[src/rtl/mcpu2_core.sv]
// mcpu2_core: parametrised multi-cycle CPU core with handshaked memories.
// Internal register file and ALU; FETCH/EXEC/MEM/WB/HALT sequencing.
module mcpu2_core #(
    parameter int WORD_SIZE    = 16,
    parameter int OPERAND_SIZE = 4,
    parameter int ADDR_WIDTH   = 8,
    parameter int CNT_WIDTH    = 32
) (
    input  logic                  clk,
    input  logic                  reset,
    output logic                  imem_req,
    output logic [ADDR_WIDTH-1:0] imem_addr,
    input  logic                  imem_ready,
    input  logic [WORD_SIZE-1:0]  imem_rdata,
    output logic                  dmem_re,
    output logic                  dmem_we,
    output logic [ADDR_WIDTH-1:0] dmem_addr,
    output logic [WORD_SIZE-1:0]  dmem_wdata,
    input  logic                  dmem_ready,
    input  logic [WORD_SIZE-1:0]  dmem_rdata,
    output logic                  carry,
    output logic                  halted,
    output logic                  illegal,
    output logic [CNT_WIDTH-1:0]  retired
);

    localparam int OW   = OPERAND_SIZE;
    localparam int NREG = 1 << OW;

    localparam logic [WORD_SIZE-1:0]  LP_WS = WORD_SIZE[WORD_SIZE-1:0];
    localparam logic [ADDR_WIDTH-1:0] LP_A1 = {{(ADDR_WIDTH-1){1'b0}}, 1'b1};
    localparam logic [CNT_WIDTH-1:0]  LP_C1 = {{(CNT_WIDTH-1){1'b0}}, 1'b1};

    localparam logic [3:0] OP_AND   = 4'd0;
    localparam logic [3:0] OP_OR    = 4'd1;
    localparam logic [3:0] OP_XOR   = 4'd2;
    localparam logic [3:0] OP_ADD   = 4'd3;
    localparam logic [3:0] OP_LSL   = 4'd4;
    localparam logic [3:0] OP_LSR   = 4'd5;
    localparam logic [3:0] OP_MOV   = 4'd6;
    localparam logic [3:0] OP_LOAD  = 4'd7;
    localparam logic [3:0] OP_STORE = 4'd8;
    localparam logic [3:0] OP_SHORT = 4'd9;
    localparam logic [3:0] OP_BNZ   = 4'd10;
    localparam logic [3:0] OP_BZ    = 4'd11;
    localparam logic [3:0] OP_HALT  = 4'd15;

    typedef enum logic [2:0] {
        S_FETCH,
        S_EXEC,
        S_MEM,
        S_WB,
        S_HALT
    } state_t;

    state_t                r_state;
    logic [ADDR_WIDTH-1:0] r_pc;
    logic [WORD_SIZE-1:0]  r_ir;
    logic [WORD_SIZE-1:0]  r_regs [NREG];
    logic [WORD_SIZE-1:0]  r_result;
    logic                  r_carry;
    logic                  r_halted;
    logic                  r_illegal;
    logic [CNT_WIDTH-1:0]  r_retired;

    logic [3:0]            w_op;
    logic [OW-1:0]         w_f1;
    logic [OW-1:0]         w_f2;
    logic [OW-1:0]         w_f3;
    logic [ADDR_WIDTH-1:0] w_imm;
    logic [WORD_SIZE-1:0]  w_short;
    logic [WORD_SIZE-1:0]  w_a;
    logic [WORD_SIZE-1:0]  w_b;
    logic [WORD_SIZE-1:0]  w_d;
    logic [WORD_SIZE:0]    w_sum;
    logic [WORD_SIZE-1:0]  w_alu;
    logic [ADDR_WIDTH-1:0] w_pc_inc;
    logic                  w_big;
    logic                  w_take;
    logic                  w_is_ill;
    logic                  w_is_halt;
    logic                  w_is_mem;
    logic                  w_is_br;

    assign w_op    = r_ir[WORD_SIZE-1 -: 4];
    assign w_f1    = r_ir[3*OW-1 -: OW];
    assign w_f2    = r_ir[2*OW-1 -: OW];
    assign w_f3    = r_ir[OW-1:0];
    assign w_imm   = r_ir[ADDR_WIDTH-1:0];
    assign w_short = {{(WORD_SIZE-2*OW){1'b0}}, r_ir[2*OW-1:0]};

    assign w_a     = r_regs[w_f2];
    assign w_b     = r_regs[w_f3];
    assign w_d     = r_regs[w_f1];
    assign w_sum   = {1'b0, w_a} + {1'b0, w_b};
    assign w_big   = (w_b >= LP_WS);

    assign w_pc_inc  = r_pc + LP_A1;
    assign w_take    = (w_op == OP_BNZ) ? (w_d != '0) : (w_d == '0);
    assign w_is_ill  = (w_op > OP_BZ) && (w_op != OP_HALT);
    assign w_is_halt = (w_op == OP_HALT);
    assign w_is_mem  = (w_op == OP_LOAD) || (w_op == OP_STORE);
    assign w_is_br   = (w_op == OP_BNZ) || (w_op == OP_BZ);

    always_comb begin
        w_alu = '0;
        case (w_op)
            OP_AND:   w_alu = w_a & w_b;
            OP_OR:    w_alu = w_a | w_b;
            OP_XOR:   w_alu = w_a ^ w_b;
            OP_ADD:   w_alu = w_sum[WORD_SIZE-1:0];
            OP_LSL:   w_alu = w_big ? '0 : (w_a << w_b);
            OP_LSR:   w_alu = w_big ? '0 : (w_a >> w_b);
            OP_MOV:   w_alu = w_a;
            OP_SHORT: w_alu = w_short;
            default:  w_alu = '0;
        endcase
    end

    always_ff @(posedge clk) begin
        if (reset) begin
            r_state   <= S_FETCH;
            r_pc      <= '0;
            r_ir      <= '0;
            r_result  <= '0;
            r_carry   <= 1'b0;
            r_halted  <= 1'b0;
            r_illegal <= 1'b0;
            r_retired <= '0;
            for (int i = 0; i < NREG; i++) r_regs[i] <= '0;
        end else begin
            case (r_state)
                S_FETCH: begin
                    if (imem_ready) begin
                        r_ir    <= imem_rdata;
                        r_state <= S_EXEC;
                    end
                end
                S_EXEC: begin
                    unique case (1'b1)
                        w_is_ill: begin
                            r_illegal <= 1'b1;
                            r_halted  <= 1'b1;
                            r_state   <= S_HALT;
                        end
                        w_is_halt: begin
                            r_halted <= 1'b1;
                            r_state  <= S_HALT;
                        end
                        w_is_mem: r_state <= S_MEM;
                        w_is_br: begin
                            r_pc      <= w_take ? w_imm : w_pc_inc;
                            r_retired <= r_retired + LP_C1;
                            r_state   <= S_FETCH;
                        end
                        default: begin
                            r_result <= w_alu;
                            if (w_op == OP_ADD) r_carry <= w_sum[WORD_SIZE];
                            r_state  <= S_WB;
                        end
                    endcase
                end
                S_MEM: begin
                    if (dmem_ready) begin
                        if (w_op == OP_LOAD) r_result <= dmem_rdata;
                        r_state <= S_WB;
                    end
                end
                S_WB: begin
                    if (w_op != OP_STORE) r_regs[w_f1] <= r_result;
                    r_pc      <= w_pc_inc;
                    r_retired <= r_retired + LP_C1;
                    r_state   <= S_FETCH;
                end
                S_HALT: ;
                default: r_state <= S_HALT;
            endcase
        end
    end

    // Requests are masked by reset so an in-flight access drops immediately.
    assign imem_req   = !reset && (r_state == S_FETCH);
    assign imem_addr  = r_pc;
    assign dmem_re    = !reset && (r_state == S_MEM) && (w_op == OP_LOAD);
    assign dmem_we    = !reset && (r_state == S_MEM) && (w_op == OP_STORE);
    assign dmem_addr  = w_imm;
    assign dmem_wdata = w_d;

    assign carry   = r_carry;
    assign halted  = r_halted;
    assign illegal = r_illegal;
    assign retired = r_retired;

endmodule
[config.mk]
export PLATFORM = sky130hd
export DESIGN_NAME = mcpu2_core
export DESIGN_NICKNAME = d
export VERILOG_FILES = /design/src/rtl/mcpu2_core.sv
export SDC_FILE = /design/constraint.sdc
export NUM_CORES = 1
export LEC_CHECK = 0
export CORE_ASPECT_RATIO = 2
export CORE_MARGIN = 2
export CORE_UTILIZATION = 50
export DETAILED_ROUTE_END_ITERATION = 10
export GPL_TIMING_DRIVEN = 1
export PLACE_DENSITY = 0.66
export SYNTH_ARGS = -nofsm -noshare
export SYNTH_HDL_FRONTEND = slang
export SYNTH_SLANG_ARGS = --single-unit
[constraint.sdc]
create_clock -name clk -period 6.4 [get_ports clk]
set_input_delay 0.64 -clock clk [delete_from_list [all_inputs] [get_ports clk]]
set_output_delay 0.64 -clock clk [all_outputs]
set_load 0.01 [all_outputs]
======== Word-level counts from Yosys, hierarchy flattened ========
Memory sizes are Yosys's and may differ from the RTL's. A register that Yosys moved wholly into a read port is not among the register bits.
Cells that the tools add are included.
cells by class
  add/subtract/negate cells ............... 3
  multiply operators ...................... 0
  div/mod/pow operators ................... 0
  order comparisons ....................... 2
  equal/unequal tests ..................... 23
  shifts and indexed selects .............. 2
  muxes and demuxes ....................... 32
  bitwise gates (word level) .............. 5
  reduce and logical (&&, ||, !) cells .... 24
operators by type and width
  operator                 count
  $pmux W16 S8             1
  $mux W16                 6
  $pmux W32 S2             1
  $add A32 B1 Y32 const B  1
  $mux W32                 1
  $pmux W16 S2             1
  $mux W4                  7
  $eq A4 B4 Y1 const B     5
  $add A16 B16 Y17         1
  $and A16 B16 Y16         1
  $eq A4 B3 Y1 const B     4
  $ge A16 B5 Y1 const B    1
  $logic_not A16 Y1        1
  $mux W8                  2
  $or A16 B16 Y16          1
  $pmux W8 S2              1
  $reduce_bool A16 Y1      1
  $reduce_or A16 Y1        1
  $shl A16 B16 Y16         1
  $shr A16 B16 Y16         1
  $xor A16 B16 Y16         1
  $pmux W3 S5              1
  $pmux W3 S3              1
  $add A8 B1 Y8 const B    1
  23 further kinds         48
storage, ports and cells
  flip-flop bits (word level) ............. 78
  latch bits .............................. 0
  RAM bits ................................ 256
  ROM bits ................................ 0
  bits of input ports ..................... 36
  output and inout bits ................... 70
  logic and storage cells ................. 100
  memories kept ........................... 1
memory list
  name    depth  bits a word  read ports  clocked after memory_dff  write ports  line  source
  r_regs  16     16           3           3                         16           59    logic [WORD_SIZE-1:0] r_regs [NREG];

======== Depth between registers and ports, before layout ========
  depth after elaboration ................. 7
  gate-level depth with buffers ........... 19
  mapped depth without buffers ............ 16

======== Least setup slack after synthesis ========
Ideal clock, no wire load.
  path type ............................... reg-to-reg
  start ................................... register (tool-made name)
  end ..................................... register r_result[15]
  setup time .............................. 124 ps
  arrival time ............................ 4,345 ps
  data required time ...................... 6,276 ps
  slack ................................... 1,931 ps
  cell stages (with the launch flop) ...... 17
  buffers on the path ..................... 3
  clock period less this slack ............ 4,469 ps
  path through ............................ dfxtp_1 > buf_2 > buf_2 > mux4_2 > mux4_2 > inv_2 > buf_1 > ha_1 > a21oi_1 > o211ai_1 > o211a_1 > o211a_1 > o21ai_0 > a2111oi_0 > a311oi_1 > a2bb2oi_1 > o21ai_0
RTL lines
  what                  line  source
  to (signal assigned)  157   r_result <= w_alu;
  to (signal assigned)  165   if (w_op == OP_LOAD) r_result <= dmem_rdata;
  to (decl)             60    logic [WORD_SIZE-1:0] r_result;

==> flow_summary.toml <==
[clocking]
cts_resized = 0
cts_tree = "yes"
cts_made_buffers = 35
clock_latency_ns = 0.55
clk_pin_slew_ns = 0.06
cts_buffer_depth = 3
clock_sink_count = 346
ctsHoldBuffers = 0
cts_root_buf = "clkbuf_16"
post-cts-setup-buffers = 0
h-tree-depth = 2

[timing]
max_freq_mhz = 200.6
clock-skew-final_ns = 0.02593
tightestPinTransition_ns = 1.289
fin_setup_tns_ns = 0
finalCritPeriodShare = 0.7787
slew_viol_final = 0
rsz0062_at_grt = "false"
relSlewSlack = 0.1339
fin_crit_ns = 4.984
finalHoldViolations = 0
final-setup-viol-count = 0

[detailed_routing]
via_per_inst = 6.785
drt_iter0_drc = 1900
drt-pass1-iter-count = 6
wl_um = 74900
antenna_left = 0
vias = 16738
wire_per_inst_um = 30.36
drc = 0

[place]
placedInstanceArea_um2 = 23570
place_hpwl_um = 49010
place.port_buffers = 105
gp_congestion = 0.9944

[power_and_ir_drop]
vdd_ir_drop_max_v = 0.0002454
power_mw = 6.528
power.density_nw_per_um2 = 263.1
p_leak_nw = 8.662

[critical_path]
path_max_fanout = 24
cp_data_arrival_time_ns = 5.40
crit_type = "register to register"
startpoint_type = "register"
end_kind = "register"
required_ns = 6.82

[synthesis]
synthArstFlopShare = 0
seq_area_frac_synth = 0.4294
yosysTopAreaCell = "edfxtp_1"
synth_edf_count = 256
avgSynthCellArea_um2 = 11.93
synth_area_leaders = "edfxtp_1 (35%), mux4_2 (23%), dfxtp_1 (8.2%)"
syn_inst = 1852
synth-seq-cells = 346
synthDistinctLibCells = 67
syn_nets = 1923
synth_top_family_by_area = "multiplexers"
synth_compound_area_frac = 0.08109
synth_xor_xnor_area_share = 0.01461
synth_top_area_share = 0.3479
synthSimpleGateAreaFrac = 0.1619
yosysWarnings = 0
synth_ff_type = "edfxtp_1"
synth_area_um2 = 22100
yosys-mux-area-fraction = 0.2546
synth_adder_area_share = 0.02016

[floorplan]
fp.dieH_um = 301.3
die-area_um2 = 45990
die_width_um = 152.6
start_util = 0.5032
io_pins = 106
num_rows = 109
coreArea_um2 = 43910

[grt]
antenna_found_initial = 1
grt_max_degree = 80
grt-ovfl-total = 0
grt_pass1_wl_um = 110000
grtUsageTotal = 0.3242
grt_pass1_vias = 16416

[run_status]
outcome = "complete, no violations"

[finish]
fill_cells = 3652
drive_above_1_share = 0.1911
nets = 1956
finish.utilization = 0.5650
syn2layout_area_growth_pct = 12.29
finalInstanceArea_um2 = 24810

[run]
maxCapViolations = 0

[min_path]
hold_class = "primary input to register"
synth_stat cells (20+ instances only):
cell and instances:
a21oi_1 64, a22oi_1 44, and2_1 269, buf_2 20, clkbuf_1 110, dfxtp_1 90, edfxtp_1 256, ha_1 34
inv_1 42, mux2i_1 57, mux4_2 223, nand2_1 144, nand3_1 35, nor2_1 109, o21ai_0 55, or2_2 20
xor2_1 22
worst max-delay path, stage by stage (launching register included):
cell and delay [ns]:
dfxtp_4 0.52, buf_4 0.49, mux4_2 0.58, mux4_2 0.67, clkinv_1 0.09, buf_4 0.26, ha_1 0.32, nand3_1 0.11
o211ai_1 0.15, o211a_1 0.29, o211a_1 0.24, o21ai_0 0.32, a2111oi_0 0.17, a311oi_1 0.33, a2bb2oi_1 0.19, o21ai_0 0.11
cell families after synthesis:
| kind of cell | Yosys count |
|---|---|
| adders and majority gates | 35 |
| DFF | 346 |
| AOI/OAI and AO/OA | 273 |
| buffers and inverters | 199 |
| and+or+nand+nor | 680 |
| xor gates and xnor gates | 36 |
| muxes | 283 |
cell type report:
cell class,count,area (µm²),area share
Sequential cell,346,9505,0.3831
Antenna cell,2,5.005,0.0002017
Clock inverter,26,356.6,0.01437
Inverter,45,168.9,0.006808
Multi-Input combinational cell,1307,11790,0.4752
Tap cell,555,694.4,0.02799
Timing Repair Buffer,150,1411,0.05688
Clock buffer,36,879.6,0.03545
power by group:
| group | switching [mW] | total [mW] | internal (mW) |
|---|---|---|---|
| Sequential | 0.225 | 2.72 | 2.49 |
| Clock | 0.947 | 2.28 | 1.34 |
| Combinational | 0.881 | 1.52 | 0.643 |
state kept, by name (all words and copies together), names as in the netlist, named ones only:
| signal | cells |
|---|---|
| r_regs | 256 |
| retired | 32 |
| r_ir | 16 |
| r_result | 16 |
| imem_addr | 8 |
| r_state | 3 |
| carry | 1 |
| halted | 1 |
| illegal | 1 |
per-stage QoR:
| stage | hold slack [ns] | cells | worst slack [ns] |
|---|---|---|---|
| floorplan | 0.4772 | 1852 | 1.931 |
| global placement | 0.4600 | 2403 | 1.538 |
| detailed placement | 0.4728 | 2403 | 1.475 |
| CTS | 0.4113 | 2465 | 1.443 |
| global route | 0.4522 | 2465 | 1.056 |
| finish | 0.4365 | 2467 | 1.416 |
layout by cell type, fill, tap and decap left out, types with 55 or more instances in the layout:
master / netlist / layout
and2_1: 269 / 269
dfxtp_1: 90 / 83
nand2_1: 144 / 144
mux4_2: 223 / 223
a21oi_1: 64 / 63
edfxtp_1: 256 / 256
o21ai_0: 55 / 55
nor2_1: 109 / 108
clkdlybuf4s50_1: 0 / 104
mux2i_1: 57 / 57
worst paths after layout:
check                           slack (ns)  cells past startpoint  startpoint           end
worst min-delay path                  0.44                      2       reset      register
worst max register to register        1.42                     15    register  r_result[15]
worst max-delay path                  1.42                     15    register  r_result[15]
worst min register to register        0.49                      2     illegal       illegal
per-layer routing:
metal / track usage / part of all wire
met5: 0 / 0
met1: 0.4205 / 0.37
met2: 0.5121 / 0.47
met4: 0.1892 / 0.067
met3: 0.06064 / 0.096
Note: power is estimated with default switching activity, not from simulation.
